--- src/rtl/dmem_arbiter.sv ---
// Two-port arbiter for the single-port data memory: round-robin per-cycle grant, lockable bursts.
// Build option DMEM_ARB_FIXED_PRIO_EN: IDLE contention always goes to port 0.
module dmem_arbiter #(
  parameter int ADDR_W = 10,
  parameter int DATA_W = 32
) (
  input  logic              clk,
  input  logic              rst_n,
  input  logic              Req0,
  input  logic              We0,
  input  logic              Lock0,
  input  logic [ADDR_W-1:0] Addr0,
  input  logic [DATA_W-1:0] WData0,
  output logic              Gnt0,
  output logic              RValid0,
  output logic [DATA_W-1:0] RData0,
  input  logic              Req1,
  input  logic              We1,
  input  logic              Lock1,
  input  logic [ADDR_W-1:0] Addr1,
  input  logic [DATA_W-1:0] WData1,
  output logic              Gnt1,
  output logic              RValid1,
  output logic [DATA_W-1:0] RData1,
  output logic              MemLoad,
  output logic              MemStore,
  output logic [ADDR_W-1:0] MemAddress,
  output logic [DATA_W-1:0] MemDataIn,
  input  logic [DATA_W-1:0] MemDataOut
);

  typedef enum logic [1:0] {
    IDLE = 2'd0,
    OWN0 = 2'd1,
    OWN1 = 2'd2
  } state_t;

  state_t state;
  logic   last;
  logic   tie_to_1;

  // Handshake: a requester raises Req with We/Addr/WData and holds them until Gnt;
  // Gnt high means the access is performed in that same cycle.
`ifdef DMEM_ARB_FIXED_PRIO_EN
  assign tie_to_1 = 1'b0;
`else
  assign tie_to_1 = ~last;
`endif

  always_comb begin
    Gnt0 = 1'b0;
    Gnt1 = 1'b0;
    if (rst_n) begin
      unique case (state)
        IDLE: begin
          if (Req0 && Req1) begin
            Gnt0 = ~tie_to_1;
            Gnt1 = tie_to_1;
          end else begin
            Gnt0 = Req0;
            Gnt1 = Req1;
          end
        end
        OWN0:    Gnt0 = Req0;
        OWN1:    Gnt1 = Req1;
        default: ;
      endcase
    end
  end

  always_comb begin
    MemLoad    = 1'b0;
    MemStore   = 1'b0;
    MemAddress = '0;
    MemDataIn  = '0;
    if (Gnt0) begin
      MemLoad    = ~We0;
      MemStore   = We0;
      MemAddress = Addr0;
      MemDataIn  = WData0;
    end else if (Gnt1) begin
      MemLoad    = ~We1;
      MemStore   = We1;
      MemAddress = Addr1;
      MemDataIn  = WData1;
    end
  end

  always_ff @(posedge clk) begin
    if (!rst_n) begin
      state   <= IDLE;
      last    <= 1'b1;
      RValid0 <= 1'b0;
      RValid1 <= 1'b0;
      RData0  <= '0;
      RData1  <= '0;
    end else begin
      RValid0 <= Gnt0 & ~We0;
      RValid1 <= Gnt1 & ~We1;
      if (Gnt0 && !We0) RData0 <= MemDataOut;
      if (Gnt1 && !We1) RData1 <= MemDataOut;
      if (Gnt0)      last <= 1'b0;
      else if (Gnt1) last <= 1'b1;
      // An owner keeps the bus while its Lock stays high, even through idle cycles.
      unique case (state)
        IDLE: begin
          if (Gnt0 && Lock0)      state <= OWN0;
          else if (Gnt1 && Lock1) state <= OWN1;
        end
        OWN0:    if (!Lock0) state <= IDLE;
        OWN1:    if (!Lock1) state <= IDLE;
        default: state <= IDLE;
      endcase
    end
  end

endmodule

--- config.mk ---
export PLATFORM = sky130hd
export DESIGN_NAME = dmem_arbiter
export DESIGN_NICKNAME = d
export VERILOG_FILES = /design/src/rtl/dmem_arbiter.sv
export SDC_FILE = /design/constraint.sdc
export NUM_CORES = 1
export LEC_CHECK = 0
export CORE_ASPECT_RATIO = 1.25
export CORE_UTILIZATION = 34
export DETAILED_ROUTE_END_ITERATION = 16
export GPL_ROUTABILITY_DRIVEN = 0
export GPL_TIMING_DRIVEN = 1
export PLACE_DENSITY = 0.86
export SYNTH_ARGS = -nofsm -noshare
export SYNTH_HDL_FRONTEND = slang
export SYNTH_SLANG_ARGS = --single-unit
--- constraint.sdc ---
create_clock -name clk -period 2.4 [get_ports clk]
set_clock_uncertainty 0.05 [all_clocks]
set_input_delay 0.48 -clock clk [delete_from_list [all_inputs] [get_ports clk]]
set_output_delay 0.48 -clock clk [all_outputs]
set_load 0.01 [all_outputs]
## Yosys cells after proc, flatten, opt, wreduce, memory -nomap -nowiden

Index checks and enable logic that the tools add are counted.

| word-level totals | value |
|---|---|
| bits in registers | 69 |
| input bits | 124 |
| output and inout port bits | 112 |

| operators by class | value |
|---|---|
| equality and inequality tests | 5 |
| multiplexer cells | 21 |
| bitwise operators | 5 |
| reduce and logical (&&, ||, !) cells | 10 |

Operators with widths:

| cell | number |
|---|---|
| two-way mux 32 bit | 2 |
| two-way mux 10 bit | 2 |
| two-way mux 1 bit | 10 |
| two-way mux 2 bit | 4 |
| one-hot mux 2 bit (3 select lines) | 1 |
| logical AND 1 bit | 5 |
| inequality test 2 bit (second input constant) | 2 |
| one-hot mux 1 bit (2 select lines) | 2 |
| inequality test 3 bit (second input constant) | 1 |
| inverter 1 bit | 3 |
| AND reduction 3 bit | 1 |
| AND 1 bit | 2 |
| == test 2 x 1 -> 1 bit (second input constant) | 1 |
| == test 2 bit (second input constant) | 1 |
| zero test 1 bit | 2 |
| zero test 2 bit | 1 |
| nonzero test 2 bit | 1 |

## Longest topological paths before layout

| logic depth | value |
|---|---|
| depth after elaboration | 8 |
| gate-level depth with buffers | 7 |

## Worst setup path after synthesis

No wires, ideal clock.

| timing path | value |
|---|---|
| kind | in2out |
| from | in Req1 |
| to | out MemAddress[1] |
| arrival | 1.668 ns |
| data required time | 1.870 ns |
| path slack | 0.202 ns |
| cell stages on the path | 6 |
| path buffers | 3 |
| cell sequence | or3b_1 -> buf_2 -> and4b_1 -> buf_6 -> buf_6 -> a22o_1 |

RTL lines:

| what | line | RTL |
|---|---|---|
| start: declaration | 17 | `input logic Req1,` |
| logical AND 1 bit | 56 | `if (Req0 && Req1) begin` |
| two-way mux 1 bit | 56 |  |
| one-hot mux 1 bit (2 select lines) | 54 | `unique case (state)` |
| two-way mux 1 bit | 53 | `if (rst_n) begin` |
| net Gnt0 | 14 | `output logic Gnt0,` |
| two-way mux 10 bit | 76 | `if (Gnt0) begin` |
| end: declaration | 27 | `output logic [ADDR_W-1:0] MemAddress,` |

The timed path passes the listed nets, and every way through them passes these cells.

## Worst setup path in the final report

| timing path | value |
|---|---|
| from | reg last |
| to | out MemDataIn[22] |

| between the ends | value |
|---|---|
| longest elaborated chain between the ends | 6 |

RTL lines:

| what | line | RTL |
|---|---|---|
| start: declaration | 39 | `logic last;` |
| start signal: assignment | 92 | `last <= 1'b1;` |
| start signal: assignment | 102 | `if (Gnt0) last <= 1'b0;` |
| start signal: assignment | 103 | `else if (Gnt1) last <= 1'b1;` |
| inverter 1 bit | 47 | `assign tie_to_1 = ~last;` |
| two-way mux 1 bit | 56 |  |
| one-hot mux 1 bit (2 select lines) | 54 |  |
| two-way mux 1 bit | 53 |  |
| two-way mux 32 bit | 81 | `end else if (Gnt1) begin` |
| two-way mux 32 bit * | 76 |  |
| end: declaration | 28 | `output logic [DATA_W-1:0] MemDataIn,` |

Every way passes the cells marked *; elsewhere a longest branch is shown, timed or not.

==> results_dict.tcl <==
set metrics [dict create \
    outcome "complete, but fails checks" \
    violations "setup timing" \
    fillers 705 \
    antenna_found_initial 1 \
    synth-edff-count 0 \
    max_cap_viol_count 0 \
    syn_area_um2 3050 \
    r2r-start "last" \
    htreeDepth 3 \
    min_period_over_period_pct 103 \
    syn_avg_cell_area_um2 8.57 \
    wl_um 13800 \
    synthTopCellsByCount "dfxtp_1 (69), nand2_1 (68), a22o_1 (43)" \
    arrival_ps 1940 \
    mappedNetlistNets 480 \
    power_density_nw_per_um2 519 \
    initial_core_util_pct 35.1 \
    yosysTopAreaCell "dfxtp_1" \
    synth_most_common_cell "dfxtp_1" \
    tightest_slew_ps 683 \
    clock_path_buffers 2 \
    clkSinkCount 69 \
    synth-seq-area-share_pct 45.3 \
    cp.required_ps 1870 \
    routed_via_density 5.06 \
    rrSetupSlack_ps 690 \
    crit_fanout 11 \
    routedWlPerCell_um 19.2 \
    grt_usage_pct 27.7 \
    placementRows 38 \
    dp.final_hpwl_um 9770 \
    critPathLaunch "last" \
    layout.cells.non_filler 715 \
    reg2reg_depth 5 \
    hp-class "flip-flop to flip-flop" \
    yosysTopAreaCellShare_pct 45.3 \
    cts_buffers 9 \
    worstReg2RegEnd "RData0[14]" \
    grt_max_degree 65 \
    cts_root_buffer "clkbuf_8" \
    port-buffer-count 235 \
    ant_nets 0 \
    die-area_um2 9360 \
    fmax_mhz 405 \
    nNetsFinal 714 \
    fin_tns_setup_ps -2000 \
    die_y_um 108 \
    synthArstFlopShare_pct 0 \
    ios 236 \
    yosysWarnings 0 \
    clkLatencyLatePin_ps 340 \
    startpoint_type "flip-flop" \
    area_delta_synth_final_pct 89.6 \
    grt_pass1_vias 3519 \
    placed_cells 689 \
    drive_gt1_share_pct 15.5 \
    core_um2 8700 \
    drt_iter0_drc 210 \
    route.detailed.drc 0 \
    ys_ff_latch 69 \
    ys.flop_type "dfxtp_1" \
    irDropWorstVdd_uv 417 \
    setup_viol_count_final 44 \
    finalHoldViolCount 0 \
    slew_headroom_pct 54.5 \
    synth_area_leaders "dfxtp_1 (45%), a22o_1 (12%), mux2i_1 (11%)" \
    vias 3620 \
    fin_ws_ps -71.0 \
    end_kind "output port" \
    slew_viol_final 0 \
    firstDrtPassIters 5 \
    syn_inst 356 \
    cp-endpoint "MemDataIn[22]" \
    diodes 0 \
    period_minus_slack_ps 2470 \
    grt_pass1_wl_um 19300 \
    cts_tree "built" \
    die_w_um 86.7 \
    p_leak_nw 2.64 \
    crit_type "flip-flop to output port" \
    synthDistinctLibCells 23 \
    cts.clk_slew.worst_paths_ps 80 \
    rsz0062_at_grt "true" \
    overflow 0 \
]
-- logic make-up (layout without fill, tap and decap cells) --
group	count (synthesis)	count (layout)	synth area share, %
mux	32	32	10.5
simple gates	111	111	16.2
buf+inv	66	305	9.76
compound gates	78	78	18.3
flops	69	69	45.3
-- worst max-delay path: stages (launching register included) --
cell	delay, ps
dfxtp_2	330
or3b_4	400
and4b_4	220
buf_8	140
buf_16	140
a22o_1	230
buf_2	140
-- how the worst min path moves through the flow --
stage                           from    endpoint  slack [ps]  cells past startpoint
after floorplan            RData0[0]   RData0[0]         420                      2
after global placement    RData0[27]  RData0[27]         390                      2
after detailed placement  RData0[27]  RData0[27]         390                      2
after CTS                      rst_n   RData0[8]         390                      3
after global routing       RData0[0]   RData0[0]         420                      2
final                     RData0[27]  RData0[27]         400                      2
-- cells in the final DEF (no fill, tap or decap), types with 2 or more instances in the layout --
cell type,n
nand2_1,67
mux2i_1,32
o21a_1,2
buf_4,10
nand3_1,32
buf_16,5
dfxtp_1,66
a22o_1,42
clkbuf_8,11
nor2_1,2
buf_2,36
dfxtp_2,3
clkdlybuf4s50_1,186
dlygate4sd2_1,2
clkinv_2,2
buf_12,2
buf_6,10
inv_1,32
o21ai_1,32
-- per-stage QoR --
step,total power (W),setup slack (ps),area [um^2],hold WS (ps),util [%]
after floorplan,0.00151,202,3050,423,-
after global placement,0.00199,-660,5500,386,63.2
after detailed placement,0.00200,-714,5500,390,63.2
after CTS,0.00300,-63.8,5730,389,65.9
after global routing,0.00311,-110,5780,421,66.5
final,0.00300,-71.0,5780,400,66.5
-- area by class of cell --
class	instances	area [um^2]	area share, %
clock buffer	11	151	2.62
multi-input combinational	221	1410	24.4
inverter	33	124	2.14
tap	120	150	2.60
sequential	69	1390	24.0
clock inverter	5	57.6	0.995
timing repair buffer	256	2510	43.3
-- repair_timing --
action | CTS | global route
buffers inserted | 4 | 0
pin swaps | 25 | 6
hold endpoints to repair | 0 | 0
resized for setup | 195 | 12
hold buffers | 0 | 0
setup endpoints to repair | 46 | 46
cloned | 6 | 0
-- layer usage --
| layer | vias up | share of wire (%) | global-route usage [%] |
|---|---|---|---|
| met2 | 207 | 50 | 47.2 |
| met5 | - | 0 | 0 |
| met3 | 32 | 10 | 9.28 |
| met1 | 1701 | 37 | 30.9 |
| met4 | 0 | 3.2 | 13.5 |
| li1 | 1680 | - | - |
-- registers in the layout (all words and copies together) (netlist names) --
register  cells
RData0       32
RData1       32
RValid0       1
state         2
last          1
RValid1       1
-- power breakdown --
part           leakage, nW  internal (W)  switching [W]  total [W]
Combinational         1.97      0.000459       0.000315   0.000774
Clock                0.110      0.000539       0.000453   0.000991
Sequential           0.564       0.00120      0.0000317    0.00124
(Power assumes the default switching activity.)
